File: config.mk
export PLATFORM = sky130hd
export DESIGN_NAME = mbist_march_ctrl
export DESIGN_NICKNAME = d
export VERILOG_FILES = /design/src/rtl/mbist_march_ctrl.sv
export SDC_FILE = /design/constraint.sdc
export NUM_CORES = 1
export LEC_CHECK = 0
export BUFFER_PORTS_ARGS = -buffer_cell sky130_fd_sc_hd__buf_2
export CORE_MARGIN = 1.5
export CORE_UTILIZATION = 57
export CTS_CLUSTER_SIZE = 30
export DETAILED_ROUTE_END_ITERATION = 10
export HOLD_SLACK_MARGIN = 0.08
export PLACE_DENSITY = 0.84
export SLEW_MARGIN = 0
export SYNTH_ARGS = -nofsm -noshare
export SYNTH_HDL_FRONTEND = slang
export SYNTH_SLANG_ARGS = --single-unit
File: constraint.sdc
create_clock -name clk -period 6.3 [get_ports clk]
set_input_delay 0.315 -clock clk [delete_from_list [all_inputs] [get_ports clk]]
set_output_delay 0.315 -clock clk [all_outputs]
set_load 0.02 [all_outputs]
File: src/rtl/mbist_march_ctrl.sv
// mbist_march_ctrl
// ----------------
// March C- memory BIST sequencer for a single-port synchronous SRAM with a
// 1-cycle read latency. On start it takes over the memory port (NbarT=1) and
// runs the six elements
//   E0 up(w0)  E1 up(r0,w1)  E2 up(r1,w0)  E3 dn(r0,w1)  E4 dn(r1,w0)  E5 dn(r0)
// with one op per cycle (10*DEPTH cycles). Each read is compared one cycle
// later against the background value registered alongside it.
//
// Optional feature: define MBIST_STOP_ON_FAIL_EN to abort the test on the
// first mismatch (straight to DONE, no further memory ops).
//
// Ports:
//   clk, rst        clock; synchronous active-high reset
//   start           level request, sampled in IDLE and DONE
//   mem_rdata       SRAM read data, valid the cycle after re
//   NbarT           1 while BIST owns the memory (RUN, DRAIN)
//   addr/wdata      memory address / write data (0 outside RUN)
//   we/re           write / read strobes (0 outside RUN)
//   done            high in DONE
//   fail            sticky mismatch flag
//   fail_addr       address of the first mismatch
//   fail_cnt        saturating mismatch count
module mbist_march_ctrl #(
    parameter int ADDR_W = 4,
    parameter int DATA_W = 8,
    parameter int CNT_W  = 8
) (
    input  logic              clk,
    input  logic              rst,
    input  logic              start,
    input  logic [DATA_W-1:0] mem_rdata,
    output logic              NbarT,
    output logic [ADDR_W-1:0] addr,
    output logic [DATA_W-1:0] wdata,
    output logic              we,
    output logic              re,
    output logic              done,
    output logic              fail,
    output logic [ADDR_W-1:0] fail_addr,
    output logic [CNT_W-1:0]  fail_cnt
);
    typedef enum logic [1:0] {S_IDLE, S_RUN, S_DRAIN, S_DONE} state_t;

    localparam logic [ADDR_W-1:0] ADDR_MAX = '1;
    localparam logic [CNT_W-1:0]  CNT_MAX  = '1;

    state_t            state_q, state_d;
    logic [2:0]        elem_q, elem_d;
    logic              op_q, op_d;           // op index within the element at one address
    logic [ADDR_W-1:0] addr_q, addr_d;
    logic              rd_pend_q, rd_pend_d; // a read was issued last cycle
    logic              rd_bg_q, rd_bg_d;     // background expected for that read
    logic [ADDR_W-1:0] rd_addr_q, rd_addr_d;
    logic              fail_q, fail_d;
    logic [ADDR_W-1:0] fail_addr_q, fail_addr_d;
    logic [CNT_W-1:0]  fail_cnt_q, fail_cnt_d;

    logic run, two_ops, elem_up, op_rd, op_bg, addr_last, mismatch;

    // Decode the current op from (element, op index).
    always_comb begin
        two_ops = elem_q inside {3'd1, 3'd2, 3'd3, 3'd4};
        elem_up = (elem_q <= 3'd2);
        op_rd   = 1'b0;
        op_bg   = 1'b0;
        if (!two_ops) begin
            op_rd = (elem_q == 3'd5);          // E0 is w0, E5 is r0
        end else begin
            op_rd = !op_q;                     // read first, then write
            // E1/E3: r0 then w1; E2/E4: r1 then w0
            op_bg = (elem_q == 3'd1 || elem_q == 3'd3) ? op_q : !op_q;
        end
        addr_last = elem_up ? (addr_q == ADDR_MAX) : (addr_q == '0);
        mismatch  = rd_pend_q && (mem_rdata != {DATA_W{rd_bg_q}});
    end

    assign run       = (state_q == S_RUN);
    assign NbarT     = run || (state_q == S_DRAIN);
    assign addr      = run ? addr_q : '0;
    assign we        = run && !op_rd;
    assign re        = run && op_rd;
    assign wdata     = (run && !op_rd) ? {DATA_W{op_bg}} : '0;
    assign done      = (state_q == S_DONE);
    assign fail      = fail_q;
    assign fail_addr = fail_addr_q;
    assign fail_cnt  = fail_cnt_q;

    always_comb begin
        state_d     = state_q;
        elem_d      = elem_q;
        op_d        = op_q;
        addr_d      = addr_q;
        rd_pend_d   = re;
        rd_bg_d     = op_bg;
        rd_addr_d   = addr_q;
        fail_d      = fail_q;
        fail_addr_d = fail_addr_q;
        fail_cnt_d  = fail_cnt_q;

        if (mismatch) begin
            fail_d = 1'b1;
            if (fail_cnt_q != CNT_MAX) fail_cnt_d = fail_cnt_q + 1'b1;
            if (!fail_q) fail_addr_d = rd_addr_q;
        end

        case (state_q)
            S_IDLE: begin
                if (start) begin
                    state_d     = S_RUN;
                    elem_d      = 3'd0;
                    op_d        = 1'b0;
                    addr_d      = '0;
                    fail_d      = 1'b0;
                    fail_addr_d = '0;
                    fail_cnt_d  = '0;
                end
            end
            S_RUN: begin
                if (two_ops && !op_q) begin
                    op_d = 1'b1;
                end else begin
                    op_d = 1'b0;
                    if (addr_last) begin
                        if (elem_q == 3'd5) begin
                            state_d = S_DRAIN;
                        end else begin
                            elem_d = elem_q + 3'd1;
                            // E1,E2 start at the bottom; E3..E5 at the top
                            addr_d = (elem_q < 3'd2) ? '0 : ADDR_MAX;
                        end
                    end else begin
                        addr_d = elem_up ? addr_q + 1'b1 : addr_q - 1'b1;
                    end
                end
            end
            S_DRAIN: state_d = S_DONE;
            S_DONE: begin
                if (!start) state_d = S_IDLE;
            end
            default: state_d = S_IDLE;
        endcase

`ifdef MBIST_STOP_ON_FAIL_EN
        // Abort on the first mismatch; a read still in flight is dropped.
        if (mismatch) begin
            state_d   = S_DONE;
            rd_pend_d = 1'b0;
        end
`endif
    end

    always_ff @(posedge clk) begin
        if (rst) begin
            state_q     <= S_IDLE;
            elem_q      <= 3'd0;
            op_q        <= 1'b0;
            addr_q      <= '0;
            rd_pend_q   <= 1'b0;
            fail_q      <= 1'b0;
            fail_addr_q <= '0;
            fail_cnt_q  <= '0;
        end else begin
            state_q     <= state_d;
            elem_q      <= elem_d;
            op_q        <= op_d;
            addr_q      <= addr_d;
            rd_pend_q   <= rd_pend_d;
            fail_q      <= fail_d;
            fail_addr_q <= fail_addr_d;
            fail_cnt_q  <= fail_cnt_d;
        end
    end

    // Read tag is only consulted when rd_pend_q is set, so it needs no reset.
    always_ff @(posedge clk) begin
        rd_bg_q   <= rd_bg_d;
        rd_addr_q <= rd_addr_d;
    end

endmodule
Word level (Yosys, flattened, before mapping):

Cells that the tools add are included.

* muxes and demuxes: 38
* add/sub/neg operators: 4
* $lt $le $gt $ge: 2
* reduce and logical (&&, ||, !) cells: 16
* equality and inequality tests: 18

Operators with widths (number)
* $mux 4: 11
* $mux 8: 5
* $mux 3: 4
* $mux 2: 5
* $reduce_and 5->1: 2
* $mux 1: 9
* $add 8x1->8 const B: 1
* $ne 2x2->1 const B: 4
* $ne 8x8->1: 1
* $ne 8x8->1 const B: 1
* $pmux 2 s4: 1
* $pmux 4 s2: 1
* $eq 3x2->1 const B: 2
* $eq 3x3->1 const B: 2
* $pmux 3 s2: 1
* $add 4x1->4 const B: 1
* $eq 2x2->1 const B: 2
* $eq 4x4->1 const B: 1
* $logic_and 1x1->1: 4
* $logic_not 4->1: 1
* $ne 2x1->1 const B: 2
* $reduce_and 4->1: 1
* $reduce_bool 4->1: 1
* $sub 4x1->4 const B: 1
* 12 further kinds: 14

* input bits: 11
* output and inout bits: 29
* bits in registers: 29
* logic and storage cells: 88

Logic depth before layout (Yosys ltp):

* depth after elaboration: 6
* mapped depth: 11
* mapped depth without buffers: 11

Worst setup path after synthesis:

Ideal clock, no wire load.

* kind: register to output
* from: reg elem_q[0]
* to: out wdata[1]
* stages on the path, launching flop included: 9
* arrival time: 2174 ps
* buffers on the path: 1
* required time: 5985 ps
* slack: 3811 ps
* path through: dfxtp_1 inv_1 ha_1 or3_1 a21oi_1 a21oi_1 nor2b_1 and2_1 buf_4

* longest elaborated chain between the ends: 6
* elaborated cells on any way between the ends: 13
* those cells by class: eq/ne (5); mux (4); reduce/logical (4)

Ends and longest elaborated chain
* from (decl): RTL line 49 `logic [2:0] elem_q, elem_d;`
* from (signal assigned): RTL line 165 `elem_q <= elem_d;`
* $eq 3x1->1, or another cell as far along: RTL line 63 `two_ops = elem_q inside {3'd1, 3'd2, 3'd3, 3'd4};`
* $reduce_bool 4->1: RTL line 63
* $mux 1 (*): RTL line 67 `if (!two_ops) begin`
* $logic_not 1->1 (*)
* $logic_and 1x1->1 (*)
* named net we: RTL line 36 `output logic we,`
* $mux 8 (*): RTL line 83 `assign wdata = (run && !op_rd) ? {DATA_W{op_bg}} : '0;`
* to (decl): RTL line 35 `output logic [DATA_W-1:0] wdata,`

The timed path passes the listed nets; every way through them passes the cells marked *.

Worst setup path in the final report:

* from: reg elem_q[2]
* to: out wdata[5]

* elaborated cells on any way between the ends: 13
* those cells by class: eq/ne (5); mux (4); reduce/logical (4)

RTL lines
* $eq 3x1->1 or $eq 3x2->1 (tied branches): RTL line 63, 72
* $logic_or 1x1->1: RTL line 72 `op_bg = (elem_q == 3'd1 || elem_q == 3'd3) ? op_q : !op_q;`
* $mux 1: RTL line 72
* $mux 1 (*): RTL line 67
* named net op_bg: RTL line 59 `logic run, two_ops, elem_up, op_rd, op_bg, addr_last, mismatch;`
* $mux 8 (*): RTL line 83

Marked as above.

==> out/qor.txt <==
status: finished, violations left
failing checks: design-rule violations
Final Skew: 0.0163 ns
initial antenna violation count: 0
total routed wirelength: 3.44 mm
Root Driver: clkbuf_4
EDFF count, synth: 0
Num CTS Buffers: 5
met1 Use GR: 27.7%
Synth cell types: 43
Ports: 40
Die W: 57.8 um
min cycle time layout: 2.53 ns
met2 Use GR: 34.1%
area grow syn2layout: 14.1%
cts repair resizes: 0
first-pass GRT wire length: 5.63 mm
GR peak layer: met2
largest net degree at the start of global routing: 19
syn_nets: 221
worst path cell trace: inv_1 > ha_1 > o21a_1 > o21ai_0 > nand3_1 > o21a_1 > and2_1 > buf_2
Clock transition at path regs: 0.09 ns
port bufs: 39
crit-path most repeated cell: o21a_1
critical path's slowest cell: dfxtp_1
Setup TNS Final: 0 ns
most area-consuming cells after synthesis: dfxtp_1, ha_1, mux2i_1
Top FF cell, synth: dfxtp_1
Setup crit start kind: register
die area: 3350 um^2
Die Height: 57.8 um
Reg area: 581 um^2
H-Tree Depth: 2
vias per cell: 5.87
GRT Total Usage: 21.8%
Worst Hold Path EP: addr_q[0]$_SDFFE_PP0P_
crit path kind: reg2out
register area share after synthesis: 33.9%
initial drt markers: 49
max-slew violation count: 0
Skew-Pair Late Insertion Delay: 0.33 ns
Slew headroom: 45.0%
Pre-antenna DRT Iters: 7
via count: 1549
ys async rst share: 0%
Worst Path Required: 5.98 ns
Yosys warning total: 0
GP Congestion: 0.870
Lkg Pwr: 0.000845 uW
number of synthesized register bits: 29
FILL cells: 247
vias in the first global route: 1296
Residual DRC: 8
R2R Path Start: elem_q[1]$_SDFFE_PP0P_
layout cell share with drive strength beyond 1: 23.6%
Max-cap violations: 0
# diodes: 0
flop2flop setup slack: 4.00 ns
number of setup buffers added after CTS: 0
CTS tree: built
Placed Instances: 256
post-synth top area share: 33.9%
PwrDens: 282 nW/um^2
Final period util: 40.2%
Routed Antenna Nets: 0
std cell rows: 19
post-DP HPWL: 2.63 mm
endpoints failing setup: 0
Syn Std Cell Area: 1710 um^2
Syn Area/Cell: 8.61 um^2
Hold Fails Final Rpt: 0
Initial Util: 61.1%
CP Buf/Inv Count: 2
fmax: 0.395 GHz
grt total ovfl: 0
CTS sink cnt: 29
Core Footprint: 2810 um^2
CP arrival: 2.22 ns
met3 GRT Util: 5.80%
multi-input logic area: 1020 um^2
peak supply drop: 0.194 mV
worst r2r dst: addr_q[3]$_SDFFE_PP0P_
Max FO, Critical Path: 15
count of non-filler cells in the finished layout: 264
RSZ-0062 raised after global routing: false
slowest cell delay on critical path: 0.61 ns
number of nets in the layout: 254
Hold Worst Slack: 0.298 ns
hold_buf cts: 0
hold_sp: rst
Reg2Reg Depth: 7
cell family with most CP delay: flip-flops
area leader, netlist: dfxtp_1
worst min path class: in2reg
hold path depth: 2
Crit. End Element: output port
Clock Path Buffers: 2
WL/cell: 13.0 um
Mapped Cells: 199
Slew @ Worst Pin: 0.819 ns
## layout by cell type (no fill, tap or decap), types with 3 or more instances in the layout
cell and count:
a211oi_1 4, a21oi_1 9, and2_1 7, and3_1 4, buf_2 39, clkbuf_4 5
dfxtp_1 29, ha_1 11, inv_1 10, mux2i_1 9, nand2_1 17, nand2b_1 5
nand3_1 9, nand4_1 6, nor2_1 17, nor2b_1 4, o21a_1 4, o21ai_0 8
xnor2_1 3
## sequential cells by signal, indices dropped and copies added (netlist names)
name	count
rd_bg_q	1
fail	1
fail_addr	4
state_q	2
rd_pend_q	1
op_q	1
addr_q	4
rd_addr_q	4
fail_cnt	8
elem_q	3
## cell type report
cell class / count / area share [%]
inverters: 10 / 1.92
flip-flops and latches: 29 / 29.7
repair buffers: 39 / 9.98
multi-input cells: 147 / 52.1
well taps: 31 / 1.98
clock inverters: 1 / 1.54
clock buffers: 7 / 2.82
## metrics by stage
stage	util (%)	cell area [um^2]	power (uW)	worst slack, ns
after global routing	69.7	1960	587	3.58
after detailed placement	66.7	1870	394	4.03
after floorplan	-	1710	353	3.81
after CTS	69.7	1960	554	3.76
final	69.7	1960	551	3.77
after global placement	66.7	1870	391	4.07
## where the power goes
group / switching (uW) / internal [uW]
logic: 111 / 64.0
registers: 18.1 / 199
clock network: 65.0 / 94.7
## worst max-delay path by stage
stage                           start                      to  slack (ns)  depth (start not counted)
2_1_floorplan  elem_q[0]$_SDFFE_PP0P_                wdata[1]        3.81                          8
3_3_place_gp   elem_q[1]$_SDFFE_PP0P_  addr_q[3]$_SDFFE_PP0P_        4.07                          7
3_5_place_dp   elem_q[1]$_SDFFE_PP0P_  addr_q[3]$_SDFFE_PP0P_        4.03                          7
4_1_cts        elem_q[0]$_SDFFE_PP0P_                wdata[5]        3.76                          8
5_1_grt        elem_q[0]$_SDFFE_PP0P_                wdata[5]        3.58                          8
6_report       elem_q[2]$_SDFFE_PP0P_                wdata[5]        3.77                          8
## layer usage
layer  vias up  routed length (um)
met3        14                 240
li1        784                   -
met5         -                   0
met2        53                1540
met1       698                1580
met4         0                  74
## worst register-to-register path, cell delays in order (launching register included)
cell,delay [ns]
dfxtp_1,0.40
inv_1,0.11
ha_1,0.29
or4_4,0.57
a31oi_4,0.26
o21ai_2,0.16
and3_1,0.21
a31o_2,0.20
## logic make-up after synthesis
family	after synthesis	share of synthesized area, %
buffers and inverters	23	6.72
AND/OR/NAND/NOR	77	22.8
adder cells (fa/ha/maj)	11	8.03
flip-flops	29	33.9
XOR/XNOR	3	1.53
multiplexers	10	5.91
AO/OA/AOI/OAI	46	21.1
## cells in the mapped netlist (2+ instances only)
cell type   n
nor3_1      2
buf_2       2
and2_1      7
mux2i_1     9
o32ai_1     2
nand3_1     9
buf_4       7
dfxtp_1    29
clkbuf_1    4
inv_1      10
a31o_2      2
or3_1       2
nor2_1     17
a221oi_1    2
and3_1      4
ha_1       11
nand4_1     6
nor2b_1     4
a211oi_1    4
nand2b_1    5
o21ai_0     8
xnor2_1     3
nand2_1    17
a21oi_1     9
a31oi_1     2
o2111ai_1   2
o21a_1      4
No activity file was read; power rests on OpenSTA's default activity.
